File: src/rtl/pc_pkg.sv
// Shared types for the fetch-address generator: PC select codes, FSM states
// and the instruction alignment mask.
package pc_pkg;

  typedef enum logic [2:0] {
    PC_SEQ    = 3'd0,
    PC_BRANCH = 3'd1,
    PC_JALR   = 3'd2,
    PC_TRAP   = 3'd3,
    PC_RET    = 3'd4
  } pc_sel_e;

  typedef enum logic [1:0] {
    ST_BOOT     = 2'd0,
    ST_RUN      = 2'd1,
    ST_REDIRECT = 2'd2
  } state_e;

  localparam logic [1:0] ALIGN_MASK = 2'b11;

  function automatic logic is_redirect(input logic [2:0] sel);
    return (sel >= 3'd1) && (sel <= 3'd4);
  endfunction

endpackage

File: src/rtl/pc_ras.sv
// Circular return-address stack: push overwrites the oldest entry when full;
// pop+push in one cycle replaces the top entry in place.
module pc_ras #(
  parameter int XLEN  = 32,
  parameter int DEPTH = 4
) (
  input  logic            clk,
  input  logic            areset,
  input  logic            push,
  input  logic            pop,
  input  logic [XLEN-1:0] push_data,
  output logic [XLEN-1:0] top,
  output logic            empty
);

  localparam int PW = (DEPTH > 1) ? $clog2(DEPTH) : 1;

  logic [XLEN-1:0] r_mem [DEPTH];
  logic [PW-1:0]   r_wptr;
  logic [PW:0]     r_count;
  logic [PW-1:0]   w_top_idx;
  logic            w_do_pop;

  assign w_top_idx = r_wptr - 1'b1;
  assign w_do_pop  = pop && (r_count != '0);
  assign top       = r_mem[w_top_idx];
  assign empty     = (r_count == '0);

  // NOTE: storage has no reset; r_count gates every read, so stale entries are never observed.
  always_ff @(posedge clk) begin
    if (push) begin
      if (w_do_pop) r_mem[w_top_idx] <= push_data;
      else          r_mem[r_wptr]    <= push_data;
    end
  end

  always_ff @(posedge clk or negedge areset) begin
    if (!areset) begin
      r_wptr  <= '0;
      r_count <= '0;
    end else if (push && !w_do_pop) begin
      r_wptr <= r_wptr + 1'b1;
      if (r_count != (PW+1)'(DEPTH)) r_count <= r_count + 1'b1;
    end else if (w_do_pop && !push) begin
      r_wptr  <= w_top_idx;
      r_count <= r_count - 1'b1;
    end
  end

endmodule

File: src/rtl/pc_sequencer.sv
// Fetch-address generator with valid/ready I-mem request and redirect flush.
// Define PC_RAS_EN to add a return-address stack that supplies RET targets.
module pc_sequencer
  import pc_pkg::*;
#(
  parameter int              XLEN         = 32,
  parameter logic [XLEN-1:0] RESET_VECTOR = '0,
  parameter logic [XLEN-1:0] TRAP_VECTOR  = XLEN'('h100),
  parameter int              INC          = 4,
  parameter int              RAS_DEPTH    = 4
) (
  input  logic            clk,
  input  logic            areset,
  input  logic            load,
  input  logic [2:0]      pc_sel,
  input  logic [XLEN-1:0] imm_ext,
  input  logic [XLEN-1:0] rs1,
  input  logic            ras_push,
  output logic            imem_valid,
  input  logic            imem_ready,
  output logic [XLEN-1:0] pc,
  output logic [XLEN-1:0] pc_plus_inc,
  output logic            flush,
  output logic            misaligned
);

  state_e          r_state, w_state_nxt;
  logic [XLEN-1:0] r_pc, w_pc_nxt;
  logic            r_misaligned, w_misaligned_nxt;

  logic [XLEN-1:0] w_pc_plus_inc, w_branch_tgt, w_jalr_tgt, w_ret_tgt, w_target;
  logic            w_check_align, w_target_misaligned, w_redirect;

  assign w_pc_plus_inc = r_pc + XLEN'(INC);
  assign w_branch_tgt  = r_pc + imm_ext;
  assign w_jalr_tgt    = (rs1 + imm_ext) & ~XLEN'(1);
  assign w_redirect    = (r_state == ST_RUN) && load && is_redirect(pc_sel);

`ifdef PC_RAS_EN
  logic [XLEN-1:0] w_ras_top;
  logic            w_ras_empty;

  pc_ras #(.XLEN(XLEN), .DEPTH(RAS_DEPTH)) u_ras (
    .clk       (clk),
    .areset    (areset),
    .push      (w_redirect && ras_push),
    .pop       (w_redirect && (pc_sel == PC_RET)),
    .push_data (w_pc_plus_inc),
    .top       (w_ras_top),
    .empty     (w_ras_empty)
  );

  assign w_ret_tgt = w_ras_empty ? w_jalr_tgt : w_ras_top;
`else
  logic w_unused_ras_push;
  assign w_unused_ras_push = ras_push;
  assign w_ret_tgt         = w_jalr_tgt;
`endif

  // NOTE: every output of a combinational block gets a default first so no latch is inferred.
  always_comb begin
    w_target      = w_branch_tgt;
    w_check_align = 1'b1;
    case (pc_sel_e'(pc_sel))
      PC_JALR: w_target = w_jalr_tgt;
      PC_RET:  w_target = w_ret_tgt;
      PC_TRAP: begin
        w_target      = TRAP_VECTOR;
        w_check_align = 1'b0;
      end
      default: ;
    endcase
    w_target_misaligned = w_check_align && ((w_target[1:0] & ALIGN_MASK) != 2'b00);
  end

  always_comb begin
    w_state_nxt      = r_state;
    w_pc_nxt         = r_pc;
    w_misaligned_nxt = 1'b0;
    case (r_state)
      ST_BOOT:     w_state_nxt = ST_RUN;
      ST_REDIRECT: w_state_nxt = ST_RUN;
      ST_RUN: begin
        if (w_redirect) begin
          w_state_nxt = ST_REDIRECT;
          if (w_target_misaligned) begin
            w_pc_nxt         = TRAP_VECTOR;
            w_misaligned_nxt = 1'b1;
          end else begin
            w_pc_nxt = w_target;
          end
        end else if (load && imem_ready) begin
          w_pc_nxt = w_pc_plus_inc;
        end
      end
      default:     w_state_nxt = ST_BOOT;
    endcase
  end

  // NOTE: sequential state uses non-blocking assignments so all registers update together.
  always_ff @(posedge clk or negedge areset) begin
    if (!areset) begin
      r_state      <= ST_BOOT;
      r_pc         <= RESET_VECTOR;
      r_misaligned <= 1'b0;
    end else begin
      r_state      <= w_state_nxt;
      r_pc         <= w_pc_nxt;
      r_misaligned <= w_misaligned_nxt;
    end
  end

  // Flush is decoded from state so an async reset drops it immediately.
  assign imem_valid  = (r_state == ST_RUN);
  assign flush       = (r_state == ST_REDIRECT);
  assign misaligned  = r_misaligned;
  assign pc          = r_pc;
  assign pc_plus_inc = w_pc_plus_inc;

endmodule

File: config.mk
export PLATFORM = sky130hd
export DESIGN_NAME = pc_sequencer
export DESIGN_NICKNAME = d
export VERILOG_FILES = /design/src/rtl/pc_pkg.sv /design/src/rtl/pc_ras.sv /design/src/rtl/pc_sequencer.sv
export SDC_FILE = /design/constraint.sdc
export NUM_CORES = 1
export LEC_CHECK = 0
export CORE_UTILIZATION = 55
export DETAILED_ROUTE_END_ITERATION = 7
export PLACE_DENSITY = 0.87
export SYNTH_ARGS = -nofsm -noshare
export SYNTH_HDL_FRONTEND = slang
export SYNTH_SLANG_ARGS = --single-unit
File: constraint.sdc
create_clock -name clk -period 4.1 [get_ports clk]
set_input_delay 0.82 -clock clk [delete_from_list [all_inputs] [get_ports clk]]
set_output_delay 0.82 -clock clk [all_outputs]
set_load 0.01 [all_outputs]
==> results of run 1 <==
[cells in the final DEF (no fill, tap or decap), types with 9 or more instances in the layout]
cell / count
a31oi_1: 12
nand2_1: 73
mux2i_1: 11
o21ai_0: 44
a22oi_1: 12
clkdlybuf4s50_1: 137
xor2_1: 41
xnor2_1: 56
dfrtp_1: 35
nor3_1: 9
and3_1: 9
nor2_1: 64
inv_1: 15
a21oi_1: 58
buf_4: 29
ha_1: 62
a211oi_1: 14
nand3_1: 34
o21a_1: 16
a21o_1: 30
nand2b_1: 9
nand4_1: 10
[power by group through the flow]
stage	sequential, mW	combinational, mW	clock, mW
after floorplan	0.724	1.70	0
after global placement	0.746	2.72	0
after detailed placement	0.758	2.78	0
after CTS	0.751	2.80	0.260
after global routing	0.782	3.06	0.277
final	0.763	2.84	0.262
[synth_stat cells, types with 14 or more instances]
library cell | n | area, µm²
a21oi_1 | 58 | 290
a21o_1 | 30 | 225
dfrtp_1 | 35 | 876
clkbuf_1 | 20 | 75.1
ha_1 | 62 | 776
o21ai_0 | 44 | 220
a211oi_1 | 14 | 105
nand2_1 | 73 | 274
xor2_1 | 41 | 359
nor2_1 | 64 | 240
nand3_1 | 34 | 170
o21a_1 | 16 | 120
xnor2_1 | 56 | 490
inv_1 | 15 | 56.3
[worst register-to-register path, stage by stage, from the launching register on]
cell	delay [ns]
dfrtp_1	0.58
ha_1	0.40
a21oi_1	0.28
o211ai_1	0.14
a21oi_1	0.34
a31oi_4	0.19
a31oi_4	0.26
nor2_4	0.06
mux2i_1	0.11
or4b_1	0.52
a21o_1	0.19
[per-layer routing]
metal / GRT usage / up-vias / wire length, µm
li1: - / 3099 / -
met1: 0.522 / 3119 / 9040
met2: 0.589 / 353 / 9240
met3: 0.0328 / 52 / 1600
met4: 0.104 / 0 / 437
met5: 0 / - / 0
[cell families (layout without fill, tap and decap cells)]
group           count (synthesis)  after routing  synth area share
compound gates                255            255             0.289
xor+xnor                       97             97             0.145
fa+ha+maj                      64             64             0.139
buf+inv                        48            190            0.0390
flops                          35             35             0.149
mux                            12             12            0.0207
simple gates                  253            253             0.219
[state kept, by name, summed over array words and instances, names as in the netlist]
signal	count
r_state	2
misaligned	1
pc	32
[final timing paths]
kind | endpoint | depth (start not counted) | slack, ns
max | pc[29] | 11 | 0.30
min | r_state[0] | 1 | 0.52
max reg2reg | pc[31] | 10 | 0.91
min reg2reg | r_state[0] | 1 | 0.52
max in group asynchronous | pc[19] | 2 | 2.81
min in group asynchronous | pc[24] | 2 | 0.94
[stage by stage]
| stage | setup slack, ns | total power [mW] | utilization | instance area, µm² |
|---|---|---|---|---|
| after CTS | 0.383 | 3.81 | 0.731 | 7550 |
| after detailed placement | 0.0875 | 3.54 | 0.723 | 7460 |
| after global routing | 0.167 | 4.12 | 0.731 | 7550 |
| after global placement | 0.132 | 3.47 | 0.723 | 7460 |
| after floorplan | 0.943 | 2.43 | - | 5870 |
| final | 0.303 | 3.87 | 0.731 | 7550 |
[final cells by class]
| cell class | instances | share of cell area |
|---|---|---|
| clock buffers | 7 | 0.0101 |
| flip-flops and latches | 35 | 0.116 |
| multi-input cells | 681 | 0.632 |
| clock inverters | 1 | 0.000663 |
| repair buffers | 166 | 0.211 |
| well taps | 136 | 0.0226 |
| inverters | 16 | 0.00796 |
==> impl_results.md, run 1 <==
- Primary FF master, synth: dfrtp_1
- NumNets Final: 1041
- HPWL reported at the end of detailed placement: 16.1 mm
- Bufs on Longest Clock Path: 2
- Aggregate global routing overflow: 0
- Sw Ratio: 0.490
- Post-cts hold buffer count: 0
- Critical path arrival: 3.97 ns
- Total via count after detailed routing: 6623
- Total GRT Usage: 0.367
- Min cycle time layout: 3.80 ns
- Logic pwr share: 0.735
- Remaining design rule violation count: 0
- Area of the placeable core: 10300 µm²
- Relative contribution of the clock network to total power: 0.068
- Crit Reg-Reg Startpoint: pc[8]
- Number of pins with negative max-slew slack in the final report: 0
- Vias in the first global route: 6354
- Total area of sequential cells: 876 µm²
- Synth-to-layout area growth: 28.5%
- Crit. End Element: flip-flop
- Delay of the slowest critical-path stage: 0.66 ns
- Transition time at the pin with the least slew margin: 0.970 ns
- Detail-routed net length per standard cell: 19.5 µm
- Worst clock skew: 0.00245 ns
- Min-delay worst type: reg2reg
- Initial DRC count: 682
- Data required time at the worst endpoint: 4.27 ns
- RSZ-0062 raised after global routing: false
- Vertical die dimension: 105 µm
- Final Non-Filler Cells: 1042
- H-tree Lvls: 2
- Initial core utilization: 0.569
- Fraction of final layout cells sized beyond drive strength 1: 0.0728
- FMAX: 263 MHz
- Mean instance size in the synthesized netlist: 7.69 µm²
- Area of the mapped netlist: 5870 µm²
- Synthesized net count: 900
- Residual antenna-violating net count after detailed routing: 0
- Largest fanout on the critical path: 5
- CP bufs+invs: 1
- Worst Hold Launch: r_state[0]
- Critical path class: in2reg
- Cell repeated most along the worst path: a21oi_1
- Width of the die: 105 µm
- Summed negative setup slack over all endpoints: 0 ns
- Cts bufs inserted: 5
- Yosys synthesis warning count: 0
- Cell chain of the critical path: clkdlybuf4s50_1, ha_1, a21oi_1, a21boi_1, a2111oi_2, nor2_1, a31oi_1, o31ai_1, a21oi_1, mux2i_1, o21ai_1
- Number of buffers inserted to repair setup after CTS: 0
- Count of buffers from port buffering: 137
- Weighted congestion at the end of routability-driven global placement: 0.951
- Worst-case hold slack: 0.516 ns
- Number of fillers in the final layout: 842
- Placed Instances: 1034
- Syn Inst Count: 764
- Cells resized by post-CTS repair: 0
- Final clock period utilization by the worst path: 0.926
- Power per Cell Area: 513 nW/µm²
- Distinct cells, synth: 77
- Proportion of synthesized flip-flops having asynchronous set or reset: 1.00
- I/O pin cnt: 139
- WL final: 20.3 mm
- IR Drop Worst-Case VDD: 0.285 mV
- Number of failing hold endpoints at the final stage: 0
- Number of optimization iterations in the first detailed-route pass: 5
- Worst-path cell with the longest stage delay: a2111oi_2
- Register area share after synthesis: 0.149
- Family with the most delay on the worst path: compound AO/OA/AOI/OAI gates
- Pleak: 3.28 nW
- Net switching power: 1.89 mW
- Number of enable-type register cells in the synthesized netlist: 0
- Inserted Diodes: 0
- CP startpoint kind: primary input
- Clock root buffer: clkbuf_8
- Critical Path Start: imm_ext[2]
- Maximum number of pins on one net before global-route repair: 36
- Run status: complete, no violations
- Number of cell rows: 37
- Clock latency on the worst-skew pair: 0.29 ns
- Final count of negative-setup-slack endpoints: 0
- Wire length of the first global-routing pass: 32.4 mm
- Max-cap viol count: 0
- Sequential share of power: 0.197
- Number of synthesized register bits: 35
- CTS tree: done
- Multi-input combinational cell area: 4770 µm²
- Clock-pin transition on the worst setup and hold timing paths: 0.08 ns
- Slew Limit Headroom: 0.348
- Sinks on Clock Net: 35
- Post-detailed-route via-to-cell ratio: 6.36
- Number of antenna violations at the first check in global routing: 0
- Cell internal power dissipation: 1.98 mW
- Die outline area: 11100 µm²
Note: power is estimated with default switching activity, not from simulation.
==> inputs of run 2 (changes only) <==
- HOLD_SLACK_MARGIN: unset -> 0.05
==> results of run 2 <==
Same layout as run 1: the final DEF is identical, and so are final timing and power.
==> inputs of run 3 (changes only) <==
- CTS_CLUSTER_SIZE: unset -> 30
- GPL_ROUTABILITY_DRIVEN: unset -> 1
==> results of run 3 <==
Same layout as run 1: the final DEF is identical, and so are final timing and power.
